===== src/rtl/inst_fetch_if.sv =====
// Fetch-stage bundle: instruction-memory read port, execute/decode controls,
// and the IF/ID pipeline register outputs.
interface inst_fetch_if #(
  parameter int PC_WIDTH   = 10,
  parameter int INST_WIDTH = 16
);
  logic [PC_WIDTH-1:0]   imem_addr;
  logic                  imem_rd_en;
  logic [INST_WIDTH-1:0] imem_rdata;
  logic                  stall;
  logic                  redirect;
  logic [PC_WIDTH-1:0]   redirect_pc;
  logic [INST_WIDTH-1:0] id_inst;
  logic [PC_WIDTH-1:0]   id_pc;
  logic                  id_valid;
  logic                  halted;

  modport master (
    output imem_addr, imem_rd_en, id_inst, id_pc, id_valid, halted,
    input  imem_rdata, stall, redirect, redirect_pc
  );

  modport slave (
    input  imem_addr, imem_rd_en, id_inst, id_pc, id_valid, halted,
    output imem_rdata, stall, redirect, redirect_pc
  );
endinterface


===== src/rtl/inst_fetch.sv =====
// Instruction-fetch stage: owns the PC, reads synchronous instruction memory,
// loads IF/ID, and handles stall, redirect and OP_HALT.
module inst_fetch #(
  parameter int PC_WIDTH     = 10,
  parameter int INST_WIDTH   = 16,
  parameter int OPCODE_WIDTH = 7,
  parameter int HALT_OPCODE  = 127
) (
  input  logic        clk,
  input  logic        rst_n,
  inst_fetch_if.master bus
);

  logic [PC_WIDTH-1:0]   pc_q;
  logic [PC_WIDTH-1:0]   f_pc_q;
  logic                  f_valid_q;
  logic [INST_WIDTH-1:0] id_inst_q;
  logic [PC_WIDTH-1:0]   id_pc_q;
  logic                  id_valid_q;
  logic                  halted_q;

  logic advance;
  logic halt_hit;

  assign advance  = !bus.redirect && !bus.stall && !halted_q;
  assign halt_hit = f_valid_q &&
                    (bus.imem_rdata[INST_WIDTH-1 -: OPCODE_WIDTH] == OPCODE_WIDTH'(HALT_OPCODE));

  // A read is issued exactly when the PC advances, so a stalled in-flight
  // read keeps its data on imem_rdata.
  assign bus.imem_rd_en = advance;
  assign bus.imem_addr  = pc_q;
  assign bus.id_inst    = id_inst_q;
  assign bus.id_pc      = id_pc_q;
  assign bus.id_valid   = id_valid_q;
  assign bus.halted     = halted_q;

  // NOTE: sequential state uses non-blocking assignments so every register
  // samples pre-edge values, regardless of statement order.
  // NOTE: every register here is control/pipeline state and gets an async
  // reset value; there is no memory array in this block.
  always_ff @(posedge clk or negedge rst_n) begin
    if (!rst_n) begin
      pc_q       <= '0;
      f_pc_q     <= '0;
      f_valid_q  <= 1'b0;
      id_inst_q  <= '0;
      id_pc_q    <= '0;
      id_valid_q <= 1'b0;
      halted_q   <= 1'b0;
    end else if (bus.redirect) begin
      // Redirect beats stall and halt: everything in flight is wrong-path.
      pc_q       <= bus.redirect_pc;
      f_valid_q  <= 1'b0;
      id_valid_q <= 1'b0;
      id_inst_q  <= '0;
      halted_q   <= 1'b0;
    end else if (bus.stall) begin
      // hold every register
    end else if (halted_q) begin
      id_valid_q <= 1'b0;
      id_inst_q  <= '0;
    end else begin
      id_valid_q <= f_valid_q;
      id_pc_q    <= f_pc_q;
      id_inst_q  <= f_valid_q ? bus.imem_rdata : '0;
      if (halt_hit) begin
        // HALT still reaches ID; the read issued behind it is dropped and
        // pc_q stays at halt address + 1.
        halted_q  <= 1'b1;
        f_valid_q <= 1'b0;
      end else begin
        pc_q      <= pc_q + PC_WIDTH'(1);
        f_pc_q    <= pc_q;
        f_valid_q <= 1'b1;
      end
    end
  end

endmodule


===== src/flat_wrapper.sv =====
// flat-port wrapper written by rule: the top's interface ports become plain ports
module inst_fetch_flat 
#(
  parameter int PC_WIDTH     = 10,
  parameter int INST_WIDTH   = 16,
  parameter int OPCODE_WIDTH = 7,
  parameter int HALT_OPCODE  = 127
)
  (clk, rst_n, bus_imem_addr, bus_imem_rd_en, bus_id_inst, bus_id_pc, bus_id_valid, bus_halted, bus_imem_rdata, bus_stall, bus_redirect, bus_redirect_pc);
  inst_fetch_if #(.PC_WIDTH(PC_WIDTH), .INST_WIDTH(INST_WIDTH)) bus_i ();
  input  logic clk;
  input  logic rst_n;
  output wire logic [$bits(bus_i.imem_addr)-1:0] bus_imem_addr;
  output wire logic [$bits(bus_i.imem_rd_en)-1:0] bus_imem_rd_en;
  output wire logic [$bits(bus_i.id_inst)-1:0] bus_id_inst;
  output wire logic [$bits(bus_i.id_pc)-1:0] bus_id_pc;
  output wire logic [$bits(bus_i.id_valid)-1:0] bus_id_valid;
  output wire logic [$bits(bus_i.halted)-1:0] bus_halted;
  input wire logic [$bits(bus_i.imem_rdata)-1:0] bus_imem_rdata;
  input wire logic [$bits(bus_i.stall)-1:0] bus_stall;
  input wire logic [$bits(bus_i.redirect)-1:0] bus_redirect;
  input wire logic [$bits(bus_i.redirect_pc)-1:0] bus_redirect_pc;
  assign bus_imem_addr = bus_i.imem_addr;
  assign bus_imem_rd_en = bus_i.imem_rd_en;
  assign bus_id_inst = bus_i.id_inst;
  assign bus_id_pc = bus_i.id_pc;
  assign bus_id_valid = bus_i.id_valid;
  assign bus_halted = bus_i.halted;
  assign bus_i.imem_rdata = bus_imem_rdata;
  assign bus_i.stall = bus_stall;
  assign bus_i.redirect = bus_redirect;
  assign bus_i.redirect_pc = bus_redirect_pc;
  inst_fetch #(.PC_WIDTH(PC_WIDTH), .INST_WIDTH(INST_WIDTH), .OPCODE_WIDTH(OPCODE_WIDTH), .HALT_OPCODE(HALT_OPCODE)) u_core (.clk(clk), .rst_n(rst_n), .bus(bus_i));
endmodule

===== config.mk =====
export PLATFORM = sky130hd
export DESIGN_NAME = inst_fetch_flat
export DESIGN_NICKNAME = d
export VERILOG_FILES = /design/src/rtl/inst_fetch_if.sv /design/src/rtl/inst_fetch.sv /design/src/flat_wrapper.sv
export SDC_FILE = /design/constraint.sdc
export NUM_CORES = 1
export LEC_CHECK = 0
export ABC_AREA = 1
export CAP_MARGIN = 20
export CORE_MARGIN = 4
export CORE_UTILIZATION = 40
export CTS_BUF_LIST = sky130_fd_sc_hd__clkbuf_4
export CTS_CLUSTER_DIAMETER = 80
export DETAILED_ROUTE_END_ITERATION = 6
export HOLD_SLACK_MARGIN = 0.03
export PLACE_DENSITY = 0.72
export REMOVE_ABC_BUFFERS = 1
export SLEW_MARGIN = 10
export SYNTH_ARGS = -nofsm -noshare
export SYNTH_HDL_FRONTEND = slang
export SYNTH_SLANG_ARGS = --single-unit

===== constraint.sdc =====
create_clock -name clk -period 2 [get_ports clk]
set_input_delay 0.4 -clock clk [delete_from_list [all_inputs] [get_ports clk]]
set_output_delay 0.4 -clock clk [all_outputs]
set_load 0.005 [all_outputs]

* Word-level counts from Yosys, hierarchy flattened *
Cells that the tools add are included.

word-level totals
  register bits = 49
  bits in latches = 0
  bits in writable memories = 0
  memory bits (read-only) = 0
  input port bits = 30
  output and inout port bits = 39
  word-level logic and storage cells = 45
  memories kept = 0

cells by class
  $add $sub $neg = 1
  $mul = 0
  divide/modulo/power cells = 0
  order comparisons = 0
  equality and inequality tests = 4
  shift operators = 0
  mux-type cells = 19
  bitwise gates (word level) = 4
  reduce and logical (&&, ||, !) cells = 10

operators by type and width
  cell                                                                     number
  16-bit two-way mux                                                       4
  10-bit two-way mux                                                       4
  1-bit two-way mux                                                        11
  10-bit by 1-bit adder with 10-bit output, second input constant          1
  7-bit == test, second input constant                                     1
  3-bit AND reduction                                                      2
  2-bit inequality test, second input constant                             2
  1-bit inverter                                                           4
  4-bit AND reduction                                                      1
  1-bit logical AND                                                        3
  1-bit logical NOT                                                        3
  2-bit by 1-bit inequality test with 1-bit output, second input constant  1
  2-bit AND reduction                                                      1

* Depth between registers and ports, before layout *
Gate-level depths: netlist of run 1.

  word-level depth = 6
  gate-level depth with buffers = 8
  depth with buffers taken out = 8

* Least setup slack after synthesis of run 1 *
OpenSTA, ideal clock, no wires.

  path type = register to output
  start = reg u_core.halted_q, in the netlist u_core.bus.halted
  end = out bus_imem_rd_en
  arrival = 0.886 ns
  data required time = 1.600 ns
  path slack = 0.714 ns
  stages on the path, launching flop included = 3
  buffers on the path = 1
  path through = dfrtp_1 -> nor3_2 -> buf_6

between the ends
  cells in the longest elaborated chain, start to end = 2

RTL lines
  element                   line                text
  start: declaration        inst_fetch.sv:20    logic halted_q;
  start signal: assignment  inst_fetch.sv:50    halted_q <= 1'b0;
  start signal: assignment  inst_fetch.sv:57    halted_q <= 1'b0;
  start signal: assignment  inst_fetch.sv:70    halted_q <= 1'b1;
  1-bit logical NOT         inst_fetch.sv:25    assign advance = !bus.redirect && !bus.stall && !halted_q;
  1-bit logical AND         inst_fetch.sv:25
  end: declaration          flat_wrapper.sv:14  output wire logic [$bits(bus_i.imem_rd_en)-1:0] bus_imem_rd_en;

Every way passes these cells.

* Final worst setup path of run 1 *
  start = reg u_core.halted_q, in the netlist u_core.bus.halted
  end = out bus_halted

RTL lines
  element           line                text
  end: declaration  flat_wrapper.sv:18  output wire logic [$bits(bus_i.halted)-1:0] bus_halted;

No word-level cell between the ends.

==> reports/summary.txt, run 1 <==
status -> complete, no violations
smallest hold slack -> 0.1149 ns
fin cells -> 416
fraction of power consumed by sequential logic -> 51.8%
total global routing overflow -> 0
TritonCTS clock tree -> built
number of buffer and inverter instances along the worst setup path -> 2
syn avg cell area -> 8.513 um2
final non-filler cell area -> 0.003136 mm2
clock share of power -> 24.4%
area of the multi-input gates -> 873.3 um2
combinational family with the most area after synthesis -> simple AND/OR/NAND/NOR gates
synth cell count leaders -> nand2_1, dfrtp_1, nand3_1
fin crit period -> 1.861 ns
compound-gate portion of the synthesized area -> 10.40%
endpoint arrival time on the critical path -> 1.46 ns
area fraction of the dominant cell type after synthesis -> 53.35%
pin slew with the least headroom to its limit -> 0.6203 ns
worst-case clock buffer depth -> 2
clock-pin slew on the worst setup and hold paths -> 0.14 ns
mux share of post-synthesis cell area -> 0%
CTS buffer count -> 5
H-tree levels -> 2
most common cell in the synthesized netlist -> nand2_1
number of max-capacitance violations reported -> 0
worst clock skew -> 0.01006 ns
Adder-Cell Fraction of Synth Area -> 0.5444%
flip-flop and latch count after synthesis -> 49
proportion of register bits with asynchronous set or reset after synthesis -> 100.0%
die extent in y -> 83.81 um
NetSw -> 642.0 uW
routed wire length per instance -> 12.64 um
IO Count -> 69
number of remaining DRC errors -> 0
Hold/Removal Path Class -> in2async
post-route antenna net violation count -> 0
critical path fanouts, max -> 3
clk root buf -> clkbuf_4
first-pass GRT wire length -> 9039 um
Lkg Pwr -> 0.001526 uW
Internal -> 1693 uW
startpoint-to-endpoint class of the critical path -> reg2out
XOR/XNOR share of the synthesized area -> 0%
Worst VDD drop -> 0.0004063 V
filler cell count in the final layout -> 525
fraction of the cycle the final worst path needs -> 93.03%
# clock sinks -> 49
Cell Area, Placed -> 0.003055 mm2
global placer's final weighted congestion -> 0.8045
detailed placer's ending HPWL -> 3975 um
Post-synth EDFFs -> 0
Sequential Area -> 0.001226 mm2
post-synthesis instance area -> 0.002298 mm2
Worst slew margin -> 58.65%
flip-flop cell with the highest count after synthesis -> dfrtp_1
Die Span X -> 83.81 um
count of final setup violators -> 0
die area -> 0.007023 mm2
Worst Setup End Kind -> output pin
part of the Yosys area used for sequential elements -> 53.35%
power density cells -> 744.7 mW/mm2
fraction of final layout cells with drive strength greater than 1 -> 12.21%
most area-hungry cell type in the Yosys netlist -> dfrtp_1
antenna violations before repair -> 0
Final Max Slew Viols -> 0
global-route total usage across every layer -> 15.89%
kind of cell adding the most delay to the critical path -> buffers and inverters
largest stage delay on the critical path -> 0.51 ns
via/cell ratio -> 4.673
vias in the first global route -> 1874
Antenna Cells -> 0
drt pass-1 iters -> 4
synthesized-area fraction occupied by and/or/nand/nor cells -> 27.05%
total detailed-routing wirelength -> 5257 um
instance count after placement with tap cells included -> 408
Final Total Pwr -> 2335 uW
IO Port Bufs -> 68
detailed router's first-iteration violation count -> 121
number of different library cells in the post-synthesis netlist -> 24
relative contribution of combinational cells to total power -> 23.8%
Startpoint Class -> flop
effective utilization at floorplan -> 41.49%
number of warnings reported in the yosys synthesis log -> 0
placement row count -> 27
number of cells produced by synthesis -> 270
maximum operating frequency -> 537.4 MHz
number of vias in the routed layout -> 1944
layout overhead on the synthesized area -> 36.42%
final hold violation count -> 0
setup repair after global routing missed its margin -> no
clock latency at the later pin of the worst-skew pair -> 0.36 ns
core region area -> 0.005540 mm2
maximum number of pins on one net before global-route repair -> 50
net total in the final layout -> 374
Crit-path slowest cell -> clkdlybuf4s50_1
Post CTS Setup Buffer Count -> 0
worst-path cell chain -> buf_4 > clkdlybuf4s50_1
endpoint required time on the critical path -> 1.60 ns
cell types occupying the most area after synthesis -> dfrtp_1, nand2_1, nand3_1, o21ai_0, o21ai_2
sw frac -> 27.49%
[stage by stage]
stage | setup slack [ns] | setup TNS, ns | util [%]
after floorplan | 0.2216 | 0 | -
after global placement | -0.01870 | -0.01870 | 55.15
after detailed placement | -0.02848 | -0.02848 | 55.15
after CTS | 0.03128 | 0 | 56.55
after global routing | 0.07239 | 0 | 56.59
final | 0.1393 | 0 | 56.59
[power groups by stage]
stage / sequential [uW] / clock, uW / combinational [uW]
final: 1210 / 570 / 555
after global routing: 1230 / 633 / 622
after CTS: 1210 / 587 / 566
after detailed placement: 1230 / 0 / 565
after global placement: 1230 / 0 / 553
after floorplan: 1220 / 0 / 228
[registers in the layout (all words and copies together) (netlist names)]
name	flops
u_core.bus.id_inst	16
u_core.bus.id_pc	10
u_core.bus.imem_addr	10
u_core.f_pc_q	10
u_core.bus.halted	1
u_core.bus.id_valid	1
u_core.f_valid_q	1
[final cells by class]
type / count / area share, %
Sequential cell: 49 / 39.11
Multi-Input combinational cell: 178 / 27.85
Timing Repair Buffer: 77 / 23.74
Inverter: 32 / 3.911
Tap cell: 72 / 2.873
Clock buffer: 6 / 1.437
Clock inverter: 2 / 1.077
[routing by layer]
layer	GRT usage [%]	wire length (um)	vias to the layer above
li1	-	-	1007
met1	19.50	2343	886
met2	27.04	2574	42
met3	3.356	195	9
met4	6.579	143	0
met5	0	0	-
[timing repair]
item	CTS	global route
hold buffers	0	0
endpoints found under the setup margin	1	1
pin swaps	0	1
resized for setup	1	1
[kinds of logic after synthesis]
group | count (synthesis)
AND/OR/NAND/NOR | 139
buffers and inverters | 43
adder cells (fa/ha/maj) | 1
AO/OA/AOI/OAI | 38
flip-flops | 49
[final timing paths]
path | start | endpoint | slack [ns] | depth (start not counted)
max | u_core.bus.halted | bus_halted | 0.14 | 2
min | rst_n | u_core.bus.id_inst[1] | 0.11 | 2
max reg2reg | u_core.bus.halted | u_core.bus.id_inst[5] | 0.65 | 4
min reg2reg | u_core.bus.id_pc[6] | u_core.bus.id_pc[6] | 0.48 | 2
max in group asynchronous | rst_n | u_core.f_pc_q[3] | 1.45 | 2
min in group clk | u_core.bus.id_pc[6] | u_core.bus.id_pc[6] | 0.48 | 2
[layout by cell type, fill, tap and decap left out, types with 2 or more instances in the layout]
master and n:
a21oi_1 2, inv_1 29, clkdlybuf4s50_1 65, clkbuf_4 6
o21ai_2 13, or2_2 2, inv_2 2, dfrtp_1 49
nand3_1 38, buf_4 9, nand2_1 79, nor2_1 11
nand2_2 3, o21ai_0 23
(Power assumes the default switching activity.)
==> run 2, diff against run 1 <==
--- a/config.mk
+++ b/config.mk
@@ -15,6 +15,7 @@
 export HOLD_SLACK_MARGIN = 0.03
 export PLACE_DENSITY = 0.72
 export REMOVE_ABC_BUFFERS = 1
+export SKIP_LAST_GASP = 1
 export SLEW_MARGIN = 10
 export SYNTH_ARGS = -nofsm -noshare
 export SYNTH_HDL_FRONTEND = slang
==> results of run 2 <==
Same layout as run 1: the final DEF is identical, and so are final timing and power.
==> run 3, diff against run 2 <==
--- a/config.mk
+++ b/config.mk
@@ -12,7 +12,7 @@
 export CTS_BUF_LIST = sky130_fd_sc_hd__clkbuf_4
 export CTS_CLUSTER_DIAMETER = 80
 export DETAILED_ROUTE_END_ITERATION = 6
-export HOLD_SLACK_MARGIN = 0.03
+export HOLD_SLACK_MARGIN = 0.05
 export PLACE_DENSITY = 0.72
 export REMOVE_ABC_BUFFERS = 1
 export SKIP_LAST_GASP = 1
==> constraint.sdc (replaced) <==
create_clock -name clk -period 2.17 [get_ports clk]
set_input_delay 0.434 -clock clk [delete_from_list [all_inputs] [get_ports clk]]
set_output_delay 0.434 -clock clk [all_outputs]
set_load 0.005 [all_outputs]
==> run 3 against run 2 <==
Compared with the run above: register-to-register slack got worse by 0.09 ns; sequential power is 7% lower; die area is the same.
==> reports/summary.txt, run 3 (synthesis results as in run 1) <==
status -> complete, no violations
routed wire length per instance -> 12.53 um (-0.85%)
CTS buffer count -> 5 (unchanged)
clock share of power -> 20.2% (-4.2 points)
via/cell ratio -> 4.662 (-0.24%)
die extent in y -> 83.81 um (unchanged)
fraction of the cycle the final worst path needs -> 95.90%
number of max-capacitance violations reported -> 0 (unchanged)
IO Count -> 69 (unchanged)
effective utilization at floorplan -> 41.49% (unchanged)
clock-pin slew on the worst setup and hold paths -> 0.14 ns (about the same)
antenna violations before repair -> 0 (unchanged)
final hold violation count -> 0 (unchanged)
global-route total usage across every layer -> 15.36% (-0.54 points)
H-tree levels -> 2 (unchanged)
startpoint-to-endpoint class of the critical path -> in2out
worst clock skew -> 0.006515 ns (-0.003548 ns)
flip-flop count of the largest register after layout -> 16 (unchanged)
met2 usage -> 25.38% (-1.7 points)
core region area -> 0.005540 mm2 (unchanged)
fraction of power consumed by sequential logic -> 54.8% (+3.0 points)
maximum operating frequency -> 480.5 MHz
Post CTS Setup Buffer Count -> 0 (unchanged)
worst-case clock buffer depth -> 2 (unchanged)
first-pass GRT wire length -> 8769 um (-3.0%)
detailed router's first-iteration violation count -> 115 (-5.0%)
Internal -> 1431 uW (-15%)
maximum number of pins on one net before global-route repair -> 45 (-10%)
global-route track usage on met1 -> 20.14% (+0.64 points)
met3 track demand over resource in global routing -> 2.962% (-0.39 points)
fraction of final layout cells with drive strength greater than 1 -> 11.99% (-0.22 points)
clock latency at the later pin of the worst-skew pair -> 0.36 ns (about the same)
endpoint required time on the critical path -> 1.74 ns (+0.14 ns)
Startpoint Class -> primary input
Die Span X -> 83.81 um (unchanged)
power density cells -> 654.9 mW/mm2 (-12%)
Worst VDD drop -> 0.0002848 V (-30%)
most common library cell in the layout ignoring fill and taps -> nand2_1
Total Negative Setup Slacks -> 0 ns (unchanged)
number of vias in the routed layout -> 1930 (-0.72%)
Final Max Slew Viols -> 0 (unchanged)
total detailed-routing wirelength -> 5187 um (-1.3%)
relative contribution of combinational cells to total power -> 24.9% (+1.1 points)
layout overhead on the synthesized area -> 35.38%
NetSw -> 606.9 uW (-5.5%)
total global routing overflow -> 0 (unchanged)
minimum setup slack in the final design -> 0.08896 ns (-0.05036 ns)
vias in the first global route -> 1870 (-0.21%)
endpoint arrival time on the critical path -> 1.65 ns (+0.19 ns)
drt pass-1 iters -> 6 (+2)
# clock sinks -> 49 (unchanged)
setup repair after global routing missed its margin -> no
busiest metal layer after global routing -> met2
net total in the final layout -> 372 (-0.53%)
Post-Place Setup Slack -> 0.07980 ns (+0.1083 ns)
global placer's final weighted congestion -> 0.7842 (-2.5%)
Antenna Cells -> 0 (unchanged)
TritonCTS clock tree -> built
Lkg Pwr -> 0.001491 uW (-2.3%)
post-route antenna net violation count -> 0 (unchanged)
Worst Setup End Kind -> output pin
fin crit period -> 2.081 ns
placement row count -> 27 (unchanged)
Hold/Removal Path Class -> in2async
critical path fanouts, max -> 2 (-1)
Worst slew margin -> 73.92% (+15 points)
number of remaining DRC errors -> 0 (unchanged)
pin slew with the least headroom to its limit -> 0.3898 ns (-0.2305 ns)
detailed placer's ending HPWL -> 3826 um (-3.8%)
most used cells in the layout excluding fill and tap cells -> nand2_1, clkdlybuf4s50_1, dfrtp_1, nand3_1, inv_1
clk root buf -> clkbuf_4
IO Port Bufs -> 68 (unchanged)
die area -> 0.007023 mm2 (unchanged)
sw frac -> 29.78% (+2.3 points)
count of final setup violators -> 0 (unchanged)
[run 3: changes by cell type in the layout (fill, tap and decap cells not counted)]
cell	delta
buf_4	-4
clkdlybuf4s50_1	+2
clkinv_2	+2
buf_12	+1
bufinv_16	-1
clkbuf_4	-1
clkinv_1	-1
clkinvlp_4	+1
dfrtp_1	-1
dfrtp_2	+1
dlygate4sd2_1	-1
dlygate4sd3_1	+1
dlymetal6s2s_1	-1
[run 3: repair_timing]
| action | in CTS | in global routing |
|---|---|---|
| hold buffers | 1 | 0 |
| gates resized for setup | 0 | 1 |
| endpoints found under the setup margin | 0 | 1 |
| hold endpoints to repair | 5 | 0 |
[run 3: layer usage]
layer | routed length (um) | part of all wire, %
met3 | 190 | 3.7
met4 | 59 | 1.1
met2 | 2636 | 51
met1 | 2301 | 44
met5 | 0 | 0
[run 3: critical path, stage by stage]
cell and delay, ns:
clkdlybuf4s50_1 0.49, nor3_2 0.19, clkdlybuf4s50_1 0.53
[run 3: through the flow]
stage / utilization, % / hold slack, ns / cell area (um2) / power, uW / cells
after detailed placement: 54.97 / 0.2726 / 3045 / 1648 / 405
final: 56.17 / 0.4272 / 3112 / 2038 / 414
after CTS: 56.14 / 0.4052 / 3110 / 2058 / 414
after floorplan: - / 0.1384 / 2222 / 1338 / 259
after global routing: 56.17 / 0.3977 / 3112 / 2172 / 414
after global placement: 54.97 / 0.2719 / 3045 / 1638 / 405
[run 3: final cells by class]
type,instances,area [um2]
well taps,72,90.09
flip-flops and latches,49,1227
fillers,547,2429
clock buffers,5,37.54
inverters,32,122.6
repair buffers,75,743.2
multi-input cells,178,873.3
clock inverters,3,17.52
[run 3: path summary, 6_finish.rpt]
| kind | slack (ns) | endpoint | depth (start not counted) | start |
|---|---|---|---|---|
| min reg2reg | 0.48 | u_core.bus.id_pc[5] | 2 | u_core.bus.id_pc[5] |
| max | 0.09 | bus_imem_rd_en | 3 | bus_stall |
| min in group clk | 0.48 | u_core.bus.id_pc[5] | 2 | u_core.bus.id_pc[5] |
| max in group asynchronous | 1.28 | u_core.bus.halted | 3 | rst_n |
| min | 0.43 | u_core.bus.id_inst[2] | 2 | rst_n |
| max reg2reg | 0.56 | u_core.bus.imem_addr[5] | 6 | u_core.bus.halted |
[run 3: power by group through the flow]
stage	Sequential, uW	Combinational, uW	Clock [uW]
detailed placement	1140	513	0
CTS	1120	516	424
finish	1120	508	413
global route	1140	567	470
global placement	1130	506	0
floorplan	1130	210	0
